==> config.mk <==
export PLATFORM = sky130hd
export DESIGN_NAME = oled_spi_tx
export DESIGN_NICKNAME = d
export VERILOG_FILES = /design/src/rtl/oled_spi_pkg.sv /design/src/rtl/oled_rst_seq.sv /design/src/rtl/oled_spi_tx.sv
export SDC_FILE = /design/constraint.sdc
export NUM_CORES = 1
export LEC_CHECK = 0
export ABC_CLOCK_PERIOD_IN_PS = 4430
export CAP_MARGIN = 0
export CORE_MARGIN = 2
export CORE_UTILIZATION = 54
export DETAILED_ROUTE_END_ITERATION = 10
export HOLD_SLACK_MARGIN = 0.03
export MAX_ROUTING_LAYER = met4
export PLACE_DENSITY = 0.93
export SETUP_SLACK_MARGIN = 0.4
export SYNTH_ARGS = -nofsm -noshare
export SYNTH_HDL_FRONTEND = slang
export SYNTH_SLANG_ARGS = --single-unit
==> constraint.sdc <==
create_clock -name i_Clk -period 4.43 [get_ports i_Clk]
set_clock_uncertainty 0.15 [all_clocks]
set_input_delay 0.886 -clock i_Clk [delete_from_list [all_inputs] [get_ports i_Clk]]
set_output_delay 0.886 -clock i_Clk [all_outputs]
set_load 0.01 [all_outputs]
==> src/rtl/oled_spi_pkg.sv <==
// Shared types and default configuration for the OLED SPI byte transmitter.
// The RST_LOW/RST_WAIT states exist only when OLED_SPI_TX_RST_SEQ_EN is defined.
package oled_spi_pkg;

  localparam int unsigned CLKS_PER_HALF_BIT_DEF = 32'd4;
  localparam int unsigned RST_LOW_CYCLES_DEF    = 32'd100;
  localparam int unsigned RST_WAIT_CYCLES_DEF   = 32'd100;
  localparam int unsigned BITS_PER_BYTE         = 32'd8;

  typedef enum logic [2:0] {
    IDLE     = 3'd0,
    SHIFT    = 3'd1,
    HOLD     = 3'd2
`ifdef OLED_SPI_TX_RST_SEQ_EN
    ,
    RST_LOW  = 3'd3,
    RST_WAIT = 3'd4
`endif
  } state_e;

  // Bits needed to hold 0..max_val, never less than one.
  function automatic int unsigned cnt_width(input int unsigned max_val);
    int unsigned w;
    w = $clog2(max_val + 32'd1);
    return (w < 32'd1) ? 32'd1 : w;
  endfunction

endpackage

==> src/rtl/oled_rst_seq.sv <==
// Display power-on sequence: holds Res low, then waits before the link may be used.
// o_Done is a single-cycle strobe on the last wait cycle.
module oled_rst_seq
  import oled_spi_pkg::*;
#(
  parameter int unsigned RST_LOW_CYCLES  = RST_LOW_CYCLES_DEF,
  parameter int unsigned RST_WAIT_CYCLES = RST_WAIT_CYCLES_DEF
) (
  input  logic clk,
  input  logic rst_n,
  output logic o_Res,
  output logic o_Done
);

  localparam int unsigned CNT_MAX = (RST_LOW_CYCLES > RST_WAIT_CYCLES) ? RST_LOW_CYCLES : RST_WAIT_CYCLES;
  localparam int unsigned CNT_W   = cnt_width(CNT_MAX);
  localparam logic [CNT_W-1:0] LOW_LAST  = CNT_W'(RST_LOW_CYCLES - 32'd1);
  localparam logic [CNT_W-1:0] WAIT_LAST = CNT_W'(RST_WAIT_CYCLES - 32'd1);
  localparam logic [CNT_W-1:0] WAIT_END  = CNT_W'(RST_WAIT_CYCLES);

  logic [CNT_W-1:0] cnt_r;
  logic [CNT_W-1:0] cnt_nxt_s;
  logic             res_r;
  logic             res_nxt_s;
  logic             done_s;

  // Low-phase then wait-phase counting; the counter parks one past the strobe.
  always_comb begin
    cnt_nxt_s = cnt_r;
    res_nxt_s = res_r;
    done_s    = 1'b0;
    if (!res_r) begin
      if (cnt_r == LOW_LAST) begin
        res_nxt_s = 1'b1;
        cnt_nxt_s = {CNT_W{1'b0}};
      end else begin
        cnt_nxt_s = cnt_r + 1'b1;
      end
    end else begin
      done_s = (cnt_r == WAIT_LAST);
      if (cnt_r != WAIT_END) begin
        cnt_nxt_s = cnt_r + 1'b1;
      end else begin
        cnt_nxt_s = cnt_r;
      end
    end
  end

  // Sequence registers
  always_ff @(posedge clk or negedge rst_n) begin
    if (!rst_n) begin
      cnt_r <= {CNT_W{1'b0}};
      res_r <= 1'b0;
    end else begin
      cnt_r <= cnt_nxt_s;
      res_r <= res_nxt_s;
    end
  end

  assign o_Res  = res_r;
  assign o_Done = done_s;

endmodule

==> src/rtl/oled_spi_tx.sv <==
// SPI mode-0 byte transmitter for an SSD1306-style OLED (MSB first, CS framed per byte).
// Define OLED_SPI_TX_RST_SEQ_EN to include the display power-on Res sequence.
module oled_spi_tx
  import oled_spi_pkg::*;
#(
  parameter int unsigned CLKS_PER_HALF_BIT = CLKS_PER_HALF_BIT_DEF,
  parameter int unsigned RST_LOW_CYCLES    = RST_LOW_CYCLES_DEF,
  parameter int unsigned RST_WAIT_CYCLES   = RST_WAIT_CYCLES_DEF
) (
  input  logic       i_Clk,
  input  logic       i_Rst_n,
  input  logic [7:0] i_Data,
  input  logic       i_DC,
  input  logic       i_Valid,
  output logic       o_Ready,
  output logic       o_Busy,
  output logic       o_Res,
  output logic       o_CS1_n,
  output logic       o_DC,
  output logic       o_CS2_n,
  output logic       o_D0,
  output logic       o_D1
);

  localparam int unsigned HALF_W = cnt_width(CLKS_PER_HALF_BIT - 32'd1);
  localparam logic [HALF_W-1:0] HALF_LAST = HALF_W'(CLKS_PER_HALF_BIT - 32'd1);
  localparam logic [2:0] BIT_LAST = 3'(BITS_PER_BYTE - 32'd1);

  if (CLKS_PER_HALF_BIT == 32'd0 || CLKS_PER_HALF_BIT > 32'd255 ||
      RST_LOW_CYCLES == 32'd0 || RST_WAIT_CYCLES == 32'd0) begin : g_bad_cfg
    $error("oled_spi_tx: parameter out of range");
  end

`ifdef OLED_SPI_TX_RST_SEQ_EN
  logic res_s;
  logic done_s;

  oled_rst_seq #(
    .RST_LOW_CYCLES (RST_LOW_CYCLES),
    .RST_WAIT_CYCLES(RST_WAIT_CYCLES)
  ) u_rst_seq (
    .clk   (i_Clk),
    .rst_n (i_Rst_n),
    .o_Res (res_s),
    .o_Done(done_s)
  );

  assign o_Res = res_s;
  localparam state_e RESET_STATE = RST_LOW;
`else
  assign o_Res = 1'b1;
  localparam state_e RESET_STATE = IDLE;
`endif

  state_e            state_r, state_nxt_s;
  logic [HALF_W-1:0] half_r, half_nxt_s;
  logic              phase_r, phase_nxt_s;
  logic [2:0]        bit_r, bit_nxt_s;
  logic [7:0]        shift_r, shift_nxt_s;
  logic              dc_r, dc_nxt_s;
  logic              cs_n_r, cs_n_nxt_s;
  logic              sclk_r, sclk_nxt_s;
  logic              ready_r, ready_nxt_s;
  logic              busy_r, busy_nxt_s;
  logic              hs_s;

  assign hs_s = i_Valid && ready_r;

  // Next state and next pin values; the shifter empties on the last bit so SDIN idles low.
  always_comb begin
    state_nxt_s = state_r;
    half_nxt_s  = half_r;
    phase_nxt_s = phase_r;
    bit_nxt_s   = bit_r;
    shift_nxt_s = shift_r;
    dc_nxt_s    = dc_r;
    cs_n_nxt_s  = cs_n_r;
    sclk_nxt_s  = 1'b0;
    case (state_r)
`ifdef OLED_SPI_TX_RST_SEQ_EN
      RST_LOW: begin
        if (done_s) begin
          state_nxt_s = IDLE;
        end else if (res_s) begin
          state_nxt_s = RST_WAIT;
        end else begin
          state_nxt_s = RST_LOW;
        end
      end
      RST_WAIT: begin
        if (done_s) begin
          state_nxt_s = IDLE;
        end else begin
          state_nxt_s = RST_WAIT;
        end
      end
`endif
      IDLE: begin
        if (hs_s) begin
          state_nxt_s = SHIFT;
          shift_nxt_s = i_Data;
          dc_nxt_s    = i_DC;
          cs_n_nxt_s  = 1'b0;
          half_nxt_s  = {HALF_W{1'b0}};
          phase_nxt_s = 1'b0;
          bit_nxt_s   = 3'd0;
        end else begin
          state_nxt_s = IDLE;
          cs_n_nxt_s  = 1'b1;
        end
      end
      SHIFT: begin
        sclk_nxt_s = phase_r;
        if (half_r == HALF_LAST) begin
          half_nxt_s = {HALF_W{1'b0}};
          if (!phase_r) begin
            phase_nxt_s = 1'b1;
            sclk_nxt_s  = 1'b1;
          end else begin
            phase_nxt_s = 1'b0;
            sclk_nxt_s  = 1'b0;
            shift_nxt_s = {shift_r[6:0], 1'b0};
            if (bit_r == BIT_LAST) begin
              state_nxt_s = HOLD;
            end else begin
              bit_nxt_s = bit_r + 3'd1;
            end
          end
        end else begin
          half_nxt_s = half_r + 1'b1;
        end
      end
      HOLD: begin
        if (half_r == HALF_LAST) begin
          state_nxt_s = IDLE;
          cs_n_nxt_s  = 1'b1;
          half_nxt_s  = {HALF_W{1'b0}};
        end else begin
          half_nxt_s = half_r + 1'b1;
        end
      end
      default: begin
        state_nxt_s = RESET_STATE;
        cs_n_nxt_s  = 1'b1;
      end
    endcase
    ready_nxt_s = (state_nxt_s == IDLE);
    busy_nxt_s  = (state_nxt_s != IDLE);
  end

  // State, counters and registered pin drivers
  always_ff @(posedge i_Clk or negedge i_Rst_n) begin
    if (!i_Rst_n) begin
      state_r <= RESET_STATE;
      half_r  <= {HALF_W{1'b0}};
      phase_r <= 1'b0;
      bit_r   <= 3'd0;
      shift_r <= 8'h00;
      dc_r    <= 1'b0;
      cs_n_r  <= 1'b1;
      sclk_r  <= 1'b0;
      ready_r <= 1'b0;
      busy_r  <= 1'b1;
    end else begin
      state_r <= state_nxt_s;
      half_r  <= half_nxt_s;
      phase_r <= phase_nxt_s;
      bit_r   <= bit_nxt_s;
      shift_r <= shift_nxt_s;
      dc_r    <= dc_nxt_s;
      cs_n_r  <= cs_n_nxt_s;
      sclk_r  <= sclk_nxt_s;
      ready_r <= ready_nxt_s;
      busy_r  <= busy_nxt_s;
    end
  end

  assign o_Ready = ready_r;
  assign o_Busy  = busy_r;
  assign o_CS1_n = cs_n_r;
  assign o_CS2_n = 1'b1;
  assign o_DC    = dc_r;
  assign o_D0    = sclk_r;
  assign o_D1    = shift_r[7];

endmodule

* Yosys cells after proc, flatten, opt, wreduce, memory -nomap -nowiden *
Cells that the tools add are included.

storage, ports and cells
  register bits after elaboration = 22
  input bits = 12
  output and inout port bits = 8
  word-level logic and storage cells = 61

operators by class
  $add $sub $neg = 2
  eq/ne operators = 9
  multiplexer cells = 26
  bitwise logic cells = 1
  reduce and logical (&&, ||, !) cells = 13

operators with widths
  operator             count
  $mux 3               8
  $mux 8               3
  $pmux 8 s2           1
  $ne 2x2->1 const B   5
  $pmux 3 s3           1
  $reduce_and 2->1     4
  $mux 1               7
  $logic_not 3->1      2
  $pmux 3 s2           1
  $reduce_and 5->1     1
  $mux 2               2
  $pmux 2 s2           1
  $reduce_and 4->1     1
  $reduce_bool 2->1    2
  $add 3x1->3 const B  1
  $eq 3x1->1 const B   1
  $eq 3x2->1 const B   1
  $eq 3x3->1 const B   1
  $pmux 1 s3           1
  $reduce_bool 3->1    1
  $add 2x1->2 const B  1
  $eq 2x2->1 const B   1
  $pmux 1 s2           1
  $reduce_or 2->1      1
  2 further kinds      2

* Longest topological paths before layout *
  depth in word-level cells = 6
  depth in mapped cells = 5

* Worst setup path after synthesis *
Ideal clock, no wire load.

  kind = in2reg
  from = in i_Valid
  to = reg bit_r[0]
  data arrival time = 1589 ps
  data required time = 4155 ps
  slack = 2566 ps
  stages = 3
  buffers on the path = 0
  path through = nand3b_1 a221o_1 mux2_2

on the way
  word-level cells in the longest chain between the ends = 3

RTL lines
  element                     line                RTL
  start, declared             oled_spi_tx.sv:14   input logic i_Valid,
  $logic_and 1x1->1           oled_spi_tx.sv:67   assign hs_s = i_Valid && ready_r;
  $ne 2x2->1 (no line)        n/a
  $reduce_and 5->1 (no line)  n/a
  end signal, assigned        oled_spi_tx.sv:168  bit_r <= bit_nxt_s;
  end, declared               oled_spi_tx.sv:58   logic [2:0] bit_r, bit_nxt_s;

No other way between the ends.
A chain may end at the register's enable or synchronous reset.

* Final worst setup path *
  from = reg cs_n_r (netlist: o_CS1_n)
  to = out o_CS1_n

RTL lines
  element                 line                RTL
  start, declared         oled_spi_tx.sv:61   logic cs_n_r, cs_n_nxt_s;
  start signal, assigned  oled_spi_tx.sv:171  cs_n_r <= cs_n_nxt_s;
  end, declared           oled_spi_tx.sv:18   output logic o_CS1_n,

No word-level cell between the ends.

==> metrics <==
outcome complete, no violations; drc violations 0; CP Class reg -> out; global route overflow 0; port bufs 17; RSZ-0062 raised after global routing false; total power 0.544 mW; routed vias 863; Post-CTS Resized 0; slowest cell delay on critical path 0.55 ns; area delta synth->final 18.5%; final worst-path cycle share 0.550; Peak VDD IR 0.284 mV; Crit Path Max Fanout 2; GPL Wtd Cong 0.798; Post-synth EDFFs 0; P_leak 0.547 nW; reg2reg end shift_r[3]$_DFFE_PN0P_; Mapped Cells 98; register area share after synthesis 0.504; CP top delay family flip-flops; clk slew on worst S/H paths 0.12 ns; Max Transition Viols Final 0; H-Tree Depth 1; hold endpoint o_CS1_n$_DFFE_PN1P_; Rel. slew slack 0.353; HP Class reg -> reg; Final min period 2.44 ns; pin count of the biggest net entering global routing 29; setup_tns 0 ns; crit end category primary output; initial antenna violation count 0; vias in the first global route 783; predominant post-synthesis flop cell dfrtp_1; fillers 152; # Max-Cap Violations 0; dominant cells by area after synthesis dfrtp_1, nand2b_1, a2bb2oi_1; # IOs 20; Critical Path RT 3.39 ns; reg-to-reg startpoint state_r[0]$_DFF_PN0_; remaining antenna violation count after routing 0; row cnt 16; CP bufs+invs 1; CP Depth 1; Final Hold Vio Count 0; achievable frequency 410 MHz; Worst-Margin Slew 0.967 ns; first-pass GRT wire length 3.48 mm; Slowest-stage cell, CP dfstp_2; share of cells above drive strength 1 0.0965; die width 49.1 um; area leader, netlist dfrtp_1; type of origin of the critical path flip-flop; die area 2410 um^2; Post-CTS Hold Buffers 0; clk sink count 22; Synth Warn # 0; CP Data Arrival Time 1.40 ns; DR WL/cell 15.7 um; NumNets Final 130; power per cell area 418 nW/um^2; ANT cells 0; core footprint 1940 um^2; Final setup viols 0; Synth Register Bits 22; GRT Overall Usage 0.200; Initial DRC Count 31; HP Start o_CS1_n$_DFFE_PN1P_; Post-synth top cells dfrtp_1, nand2b_1, a2bb2oi_1, o31ai_1, nor2_1; most frequent cell after synthesis dfrtp_1; syn avg cell area 11.2 um^2; Min-Delay Path Depth 2; R2R setup slack 2.44 ns; Synth top area share 0.456; critical-path cell list clkdlybuf4s50_1; Pre-antenna DRT Iters 6; clk_lat worst skew 0.32 ns; Inserted Clock Buffers 3; DRT Wirelength 2.22 mm; DR vias/cell 6.12; chip height 49.1 um; CTS max path bufs 2; Synth cell types 35; initial core utilization 0.565; Post-CTS Setup Repair Bufs 0; asr flop ratio synth 1.00; Fin Hold WS 0.324 ns; synthesized cell area 1100 um^2; Root Driver clkbuf_4; CTS tree built; hpwl dp 1.62 mm; reg2reg path depth 3
[routing by layer]
metal | vias to the layer above | GRT usage | wire [um]
li1 | 391 | - | -
met1 | 420 | 0.224 | 918
met2 | 43 | 0.345 | 1130
met3 | 9 | 0.0307 | 108
met4 | 0 | 0.100 | 61
met5 | - | - | 0
[flip-flops by register name (all words and copies together) (netlist names)]
| signal | cells |
|---|---|
| bit_r | 3 |
| half_r | 2 |
| o_Busy | 1 |
| o_CS1_n | 1 |
| o_D0 | 1 |
| o_DC | 1 |
| o_Ready | 1 |
| phase_r | 1 |
| shift_r | 8 |
| state_r | 3 |
[worst max path at each step]
stage / from / endpoint / slack, ns
2_1_floorplan: i_Valid / bit_r[0]$_DFFE_PN0P_ / 2.57
3_3_place_gp: i_Valid / bit_r[0]$_DFFE_PN0P_ / 1.97
3_5_place_dp: i_Valid / o_DC$_DFFE_PN0N_ / 1.90
4_1_cts: o_CS1_n$_DFFE_PN1P_ / o_CS1_n / 1.98
5_1_grt: o_CS1_n$_DFFE_PN1P_ / o_CS1_n / 1.95
6_report: o_CS1_n$_DFFE_PN1P_ / o_CS1_n / 1.99
[kinds of logic after synthesis]
kind of cell | count (synthesis) | synth area share
other | 2 | 0.00684
buffers and inverters | 8 | 0.0445
flip-flops | 22 | 0.504
AND/OR/NAND/NOR | 28 | 0.144
multiplexers | 2 | 0.0205
adder cells (fa/ha/maj) | 3 | 0.0342
AO/OA/AOI/OAI | 33 | 0.246
[layout make-up]
cell class / instances / area, um^2 / area share
flip-flops and latches: 22 / 553 / 0.425
multi-input cells: 69 / 499 / 0.384
repair buffers: 17 / 170 / 0.131
clock buffers: 4 / 36.3 / 0.0279
well taps: 27 / 33.8 / 0.0260
inverters: 2 / 7.51 / 0.00577
[metrics by stage]
stage | utilization | cell area, um^2 | worst slack [ns] | cells
2_1_floorplan | - | 1100 | 2.57 | 99
3_3_place_gp | 0.651 | 1260 | 1.97 | 137
3_5_place_dp | 0.651 | 1260 | 1.90 | 137
4_1_cts | 0.669 | 1300 | 1.98 | 141
5_1_grt | 0.669 | 1300 | 1.95 | 141
6_report | 0.669 | 1300 | 1.99 | 141
[power by group]
group          internal [mW]  switching, mW  total, mW
registers              0.247         0.0348      0.282
clock network         0.0503         0.0631      0.113
logic                 0.0870         0.0618      0.149
total                  0.384          0.160      0.544
[layout by cell type, fill, tap and decap left out, drive strengths merged, types with 2 or more instances in the layout]
cell type      instances
nand2b                11
ha                     3
a22o                   4
nand2                  3
conb                   3
or2                    2
dfrtp                 20
nor2                   6
inv                    2
a211oi                 2
mux2                   2
clkdlybuf4s50         17
a2bb2oi                7
o31ai                  7
a21oi                  5
dfstp                  2
clkbuf                 4
No activity file was read; power rests on OpenSTA's default activity.
